[src/rtl/sram_pkg.sv]
// Shared definitions for the SRAM data-port arbiter: window defaults,
// the in-flight response tag and the window decode helper.
package sram_pkg;

    localparam logic [31:0] SRAM_BASE_ADDR_DEF = 32'h8000_0000;
    localparam logic [31:0] SRAM_END_ADDR_DEF  = 32'h8000_C000;

    // One tag per accepted request: who asked, and whether it missed the window.
    typedef struct packed {
        logic owner;
        logic err;
    } sram_rsp_tag_t;

    // Base is inclusive, limit is exclusive.
    function automatic logic addr_in_window(input logic [31:0] addr,
                                            input logic [31:0] base,
                                            input logic [31:0] lim);
        return (addr >= base) && (addr < lim);
    endfunction

endpackage

[src/rtl/obi_rsp_fifo.sv]
// In-order tag FIFO that remembers owner/error of every accepted request
// until its response has been delivered.
module obi_rsp_fifo
    import sram_pkg::*;
#(
    parameter int DEPTH = 2
) (
    input  logic          clk_i,
    input  logic          rst_i,
    input  logic          push_i,
    input  sram_rsp_tag_t push_tag_i,
    input  logic          pop_i,
    output logic          full_o,
    output logic          empty_o,
    output sram_rsp_tag_t head_o
);

    localparam int PW = (DEPTH > 1) ? $clog2(DEPTH) : 1;

    logic [PW-1:0] wptr_reg;
    logic [PW-1:0] rptr_reg;
    logic [PW:0]   count_reg;
    sram_rsp_tag_t mem_reg [DEPTH];

    logic push_ok;
    logic pop_ok;

    assign full_o  = (count_reg == (PW+1)'(DEPTH));
    assign empty_o = (count_reg == '0);
    assign head_o  = mem_reg[rptr_reg];
    assign push_ok = push_i && !full_o;
    assign pop_ok  = pop_i && !empty_o;

    // Tag storage; entries are cleared on reset so a dropped flight leaves no residue.
    always_ff @(posedge clk_i or posedge rst_i) begin
        if (rst_i) begin
            for (int i = 0; i < DEPTH; i++) begin
                mem_reg[i] <= '0;
            end
        end else if (push_ok) begin
            mem_reg[wptr_reg] <= push_tag_i;
        end
    end

    // Pointers wrap naturally because DEPTH is a power of two.
    always_ff @(posedge clk_i or posedge rst_i) begin
        if (rst_i) begin
            wptr_reg  <= '0;
            rptr_reg  <= '0;
            count_reg <= '0;
        end else begin
            if (push_ok) begin
                wptr_reg <= wptr_reg + 1'b1;
            end
            if (pop_ok) begin
                rptr_reg <= rptr_reg + 1'b1;
            end
            case ({push_ok, pop_ok})
                2'b10:   count_reg <= count_reg + 1'b1;
                2'b01:   count_reg <= count_reg - 1'b1;
                default: count_reg <= count_reg;
            endcase
        end
    end

endmodule

[src/rtl/sram_d_obi_arbiter.sv]
// Two-master round-robin OBI arbiter in front of the SRAM data port.
// Requests outside the SRAM window are absorbed here and answered with err.
module sram_d_obi_arbiter
    import sram_pkg::*;
#(
    parameter logic [31:0] SRAM_BASE_ADDR = SRAM_BASE_ADDR_DEF,
    parameter logic [31:0] SRAM_END_ADDR  = SRAM_END_ADDR_DEF,
    parameter int          FIFO_DEPTH     = 2
) (
    input  logic        clk_i,
    input  logic        rst_i,
    input  logic        m0_req_i,
    output logic        m0_gnt_o,
    input  logic [31:0] m0_addr_i,
    input  logic        m0_we_i,
    input  logic [3:0]  m0_be_i,
    input  logic [31:0] m0_wdata_i,
    output logic        m0_rvalid_o,
    output logic [31:0] m0_rdata_o,
    output logic        m0_err_o,
    input  logic        m1_req_i,
    output logic        m1_gnt_o,
    input  logic [31:0] m1_addr_i,
    input  logic        m1_we_i,
    input  logic [3:0]  m1_be_i,
    input  logic [31:0] m1_wdata_i,
    output logic        m1_rvalid_o,
    output logic [31:0] m1_rdata_o,
    output logic        m1_err_o,
    output logic        s_req_o,
    input  logic        s_gnt_i,
    output logic [31:0] s_addr_o,
    output logic        s_we_o,
    output logic [3:0]  s_be_o,
    output logic [31:0] s_wdata_o,
    input  logic        s_rvalid_i,
    input  logic [31:0] s_rdata_i
);

    logic [1:0]    req_v;
    logic [1:0]    legal_v;
    logic [1:0]    elig_v;
    logic [1:0]    gnt_v;
    logic [1:0]    rvalid_v;
    logic [31:0]   addr_v  [2];
    logic [31:0]   wdata_v [2];
    logic [3:0]    be_v    [2];
    logic [1:0]    we_v;

    logic          rr_last_reg;
    logic          just_rst_reg;
    logic          sel;
    logic          sel_legal;
    logic          any_elig;
    logic          hs;
    logic          fifo_full;
    logic          fifo_empty;
    logic          rsp_fire;
    logic [31:0]   rdata_fwd;
    sram_rsp_tag_t head;
    sram_rsp_tag_t push_tag;

    assign req_v      = {m1_req_i, m0_req_i};
    assign we_v       = {m1_we_i, m0_we_i};
    assign addr_v[0]  = m0_addr_i;
    assign addr_v[1]  = m1_addr_i;
    assign wdata_v[0] = m0_wdata_i;
    assign wdata_v[1] = m1_wdata_i;
    assign be_v[0]    = m0_be_i;
    assign be_v[1]    = m1_be_i;

    // Window decode and eligibility per master; nothing is eligible while in reset.
    for (genvar gi = 0; gi < 2; gi++) begin : g_master
        assign legal_v[gi] = addr_in_window(addr_v[gi], SRAM_BASE_ADDR, SRAM_END_ADDR);
        assign elig_v[gi]  = req_v[gi] && !fifo_full && !rst_i;
    end

    // Arbitration and request mux; illegal requests are granted locally without s_req_o.
    always_comb begin
        any_elig  = |elig_v;
        sel       = (&elig_v) ? ~rr_last_reg : elig_v[1];
        sel_legal = legal_v[sel];
        s_req_o   = any_elig && sel_legal;
        hs        = any_elig && (sel_legal ? s_gnt_i : 1'b1);
        gnt_v     = 2'b00;
        gnt_v[sel] = hs;
        s_addr_o  = s_req_o ? addr_v[sel]  : 32'h0;
        s_we_o    = s_req_o ? we_v[sel]    : 1'b0;
        s_be_o    = s_req_o ? be_v[sel]    : 4'h0;
        s_wdata_o = s_req_o ? wdata_v[sel] : 32'h0;
        push_tag.owner = sel;
        push_tag.err   = !sel_legal;
    end

    assign m0_gnt_o = gnt_v[0];
    assign m1_gnt_o = gnt_v[1];

    // Remember the last winner; reset to 1 so master 0 wins the first conflict.
    always_ff @(posedge clk_i or posedge rst_i) begin
        if (rst_i) begin
            rr_last_reg <= 1'b1;
        end else if (hs) begin
            rr_last_reg <= sel;
        end
    end

    obi_rsp_fifo #(
        .DEPTH (FIFO_DEPTH)
    ) u_rsp_fifo (
        .clk_i      (clk_i),
        .rst_i      (rst_i),
        .push_i     (hs),
        .push_tag_i (push_tag),
        .pop_i      (rsp_fire),
        .full_o     (fifo_full),
        .empty_o    (fifo_empty),
        .head_o     (head)
    );

    // Response demux: error heads answer at once, legal heads wait for the SRAM.
    always_comb begin
        rsp_fire    = !fifo_empty && (head.err || s_rvalid_i);
        rdata_fwd   = (rsp_fire && !head.err) ? s_rdata_i : 32'h0;
        rvalid_v    = 2'b00;
        rvalid_v[head.owner] = rsp_fire;
    end

    assign m0_rvalid_o = rvalid_v[0];
    assign m1_rvalid_o = rvalid_v[1];
    assign m0_rdata_o  = rvalid_v[0] ? rdata_fwd : 32'h0;
    assign m1_rdata_o  = rvalid_v[1] ? rdata_fwd : 32'h0;
    assign m0_err_o    = rvalid_v[0] && head.err;
    assign m1_err_o    = rvalid_v[1] && head.err;

    // Marks the first cycle after reset, when a stale SRAM response may still arrive.
    always_ff @(posedge clk_i or posedge rst_i) begin
        if (rst_i) begin
            just_rst_reg <= 1'b1;
        end else begin
            just_rst_reg <= 1'b0;
        end
    end

    // An SRAM response with no legal request waiting is a protocol violation.
    a_rvalid_expected: assert property (@(posedge clk_i) disable iff (rst_i)
        (s_rvalid_i && !just_rst_reg) |-> (!fifo_empty && !head.err));

endmodule

[config.mk]
export PLATFORM = sky130hd
export DESIGN_NAME = sram_d_obi_arbiter
export DESIGN_NICKNAME = d
export VERILOG_FILES = /design/src/rtl/sram_pkg.sv /design/src/rtl/obi_rsp_fifo.sv /design/src/rtl/sram_d_obi_arbiter.sv
export SDC_FILE = /design/constraint.sdc
export NUM_CORES = 1
export LEC_CHECK = 0
export ABC_AREA = 1
export CAP_MARGIN = 0
export CORE_AREA = 2 2 124 126
export DETAILED_ROUTE_END_ITERATION = 6
export DIE_AREA = 0 0 126 128
export REMOVE_ABC_BUFFERS = 1
export SKIP_LAST_GASP = 1
export SYNTH_ARGS = -nofsm -noshare
export SYNTH_HDL_FRONTEND = slang
export SYNTH_SLANG_ARGS = --single-unit
[constraint.sdc]
create_clock -name clk_i -period 5.4 [get_ports clk_i]
set_clock_uncertainty 0.15 [all_clocks]
set_input_delay 0.81 -clock clk_i [delete_from_list [all_inputs] [get_ports clk_i]]
set_output_delay 0.81 -clock clk_i [all_outputs]
set_load 0.1 [all_outputs]
==> flow_metrics.env <==
export IMPL_status="complete, no violations"
export IMPL_cts_tree="built"
export IMPL_dpl_cell_count=886
export IMPL_synthTopCellsByCount="146 x nand2_1, 87 x nor2_1, 48 x a21oi_2"
export IMPL_diodes=0
export IMPL_clock_latency_ns=0.23
export IMPL_io_pins=316
export IMPL_holdBufCountCts=0
export IMPL_h_tree_depth=1
export IMPL_rows=45
export IMPL_wl_per_cell_um=13.3
export IMPL_grt_pass1_vias=3335
export IMPL_layout_nets=880
export IMPL_design_area_um2=5600
export IMPL_drc_errors=0
export IMPL_worst_slew_pin_slew_ns=0.978
export IMPL_vias=3489
export IMPL_final_cells=890
export IMPL_arrival_ns=3.22
export IMPL_drv_cap=0
export IMPL_synth_async_sr_flop_share_pct=100
export IMPL_crit_path_cell_trace="clkdlybuf4s50_1, or2_0, nor2_1, nand2_1, inv_1, nand2_1, nand2_2, nand2_4, a21oi_1, buf_12"
export IMPL_drt_vias_per_instance=3.92
export IMPL_slew_headroom_pct=34.6
export IMPL_dpl_hpwl_um=10400
export IMPL_startpoint="m0_addr_i[18]"
export IMPL_synth_cell_type_count=28
export IMPL_drtAntennaViolNets=0
export IMPL_cpPeakStageDelay_ns=0.50
export IMPL_yosys_cell_count_top_type="nand2_1"
export IMPL_avgSynthCellArea_um2=5.48
export IMPL_worst_hold_path_type="reg2reg"
export IMPL_grt_max_degree=59
export IMPL_drtIter0Drc=68
export IMPL_postSynthCellCount=421
export IMPL_finalHoldWorstSlack_ns=0.309
export IMPL_required_ns=4.44
export IMPL_timing_fmax_mhz=239
export IMPL_place_congestion=0.808
export IMPL_hp_start="rr_last_reg"
export IMPL_rr_startpoint="u_rsp_fifo.count_reg[0]"
export IMPL_finalMaxSlewViolations=0
export IMPL_globalRoute_totalOverflow=0
export IMPL_gr_usage_all_layers_pct=14.1
export IMPL_cts_resized=0
export IMPL_start_util_pct=15.5
export IMPL_setup_viol=0
export IMPL_dieWidth_um=126
export IMPL_area_delta_synth_final_pct=143
export IMPL_grt_pass1_wl_um=17900
export IMPL_finalCriticalPeriod_ns=4.18
export IMPL_ys_seq_area_share_pct=9.82
export IMPL_clk_pin_slew_ns=0.04
export IMPL_rsz0062_at_grt="no"
export IMPL_largest_register_ffs=4
export IMPL_synth_area_leaders="nand2_1 24%, a21oi_2 18%, nor2_1 14%"
export IMPL_final_core_util_pct=37.6
export IMPL_firstDrtPassIters=4
export IMPL_path_buf_inv=3
export IMPL_path_class="in2out"
export IMPL_port_buffers=300
export IMPL_clk_path_buf_depth=2
export IMPL_ys_flop_type="dfrtp_1"
export IMPL_drive_gt1_share_pct=31.1
export IMPL_fin_crit_sh_pct=77.5
export IMPL_crit_top_cell="nand2_1"
export IMPL_core_um2=14900
export IMPL_wl_um=11900
export IMPL_cts_root_buf="clkbuf_16"
export IMPL_tns_ns=0
export IMPL_clock_sinks=9
export IMPL_endpoint_kind="primary output"
export IMPL_power_density_nw_per_um2=485
export IMPL_leakage_nw=2.52
export IMPL_die_height_um=128
export IMPL_cpMaxStageDelayCell="a21oi_1"
export IMPL_ys_seq_elements=9
export IMPL_cts_setup_buffers=0
export IMPL_cts_made_buffers=3
export IMPL_ir_drop_mv=0.253
export IMPL_antenna_found_initial=0
export IMPL_synth_top_area_cell="nand2_1"
export IMPL_crit_fanout=55
export IMPL_synth_top_area_share_pct=23.8
export IMPL_ys_warn_count=0
export IMPL_place_area_um2=5520
export IMPL_hold_viol_final=0
export IMPL_cpLargestDelayFamily="simple AND/OR/NAND/NOR gates"
export IMPL_dieArea_um2=16100
export IMPL_crit_path_start_kind="input pin"
export IMPL_synth_edf_count=0
export IMPL_synth_area_um2=2310
-- layer usage --
layer  wire [um]  share of wire (%)  track usage (%)  vias to the layer above
li1            -                  -                -                     1821
met1        4050                 34             14.0                     1473
met2        6390                 54             27.8                      189
met3        1300                 11             4.88                        6
met4         139                1.2             3.43                        0
met5           0                  0                0                        -
-- logic make-up (layout without fill, tap and decap cells) --
| kind of cell | Yosys count | count (layout) | share of synthesized area [%] |
|---|---|---|---|
| AND/OR/NAND/NOR | 279 | 279 | 50.1 |
| buffers and inverters | 70 | 337 | 17.5 |
| AO/OA/AOI/OAI | 57 | 57 | 20.3 |
| flip-flops | 9 | 9 | 9.82 |
| XOR/XNOR | 3 | 3 | 1.14 |
| adder cells (fa/ha/maj) | 1 | 1 | 0.543 |
| other | 1 | 15 | 0.163 |
| multiplexers | 1 | 1 | 0.434 |
-- final cells by class --
cell class	count	area [um2]
clock buffers	4	78.8
fillers	1579	9270
inverters	29	111
multi-input cells	356	1740
flip-flops and latches	9	226
well taps	188	235
repair buffers	304	3210
-- worst reg2reg max path, delay by kind of cell, from the launching register on --
kind	cells	cell delay (ns)
buffers and inverters	4	0.91
DFF	1	0.40
and+or+nand+nor	7	0.72
-- cells in the final DEF, fill, tap and decap left out --
cell type / instances
a21oi_1: 6
a21oi_2: 48
buf_12: 38
buf_4: 87
clkbuf_1: 1
clkbuf_16: 3
clkdlybuf4s50_1: 179
conb_1: 15
dfrtp_1: 8
dfstp_2: 1
ha_1: 1
inv_1: 21
inv_2: 7
inv_4: 1
mux2i_1: 1
nand2_1: 146
nand2_2: 30
nand2_4: 1
nand3_1: 6
nand3_2: 1
nand4_1: 5
nor2_1: 87
nor3_1: 2
o211ai_1: 1
o21ai_0: 1
o21ai_2: 1
or2_0: 1
xnor2_1: 2
xor2_1: 1
-- worst paths after layout --
| path | end | slack (ns) | depth (start not counted) |
|---|---|---|---|
| setup / recovery | s_be_o[3] | 1.22 | 10 |
| setup reg to reg | u_rsp_fifo.mem_reg[0] | 3.10 | 11 |
| hold / removal | rr_last_reg | 0.31 | 2 |
| min in group asynchronous | u_rsp_fifo.wptr_reg | 0.73 | 2 |
| max in group asynchronous | rr_last_reg | 4.07 | 2 |
| hold reg to reg | rr_last_reg | 0.31 | 2 |
-- power by group --
| group | switching, W | total (W) | internal [W] |
|---|---|---|---|
| Sequential | 0.0000284 | 0.000132 | 0.000104 |
| Combinational | 0.00194 | 0.00245 | 0.000508 |
| Clock | 0.0000306 | 0.000129 | 0.0000985 |
| Total | 0.00200 | 0.00271 | 0.000711 |
-- stage by stage --
step                setup slack, ns  power [W]
global route                  0.944    0.00285
finish                         1.22    0.00271
global placement               1.07    0.00261
CTS                            1.08    0.00274
detailed placement             1.11    0.00261
floorplan                   0.00232    0.00200
Note: power is estimated with default switching activity, not from simulation.
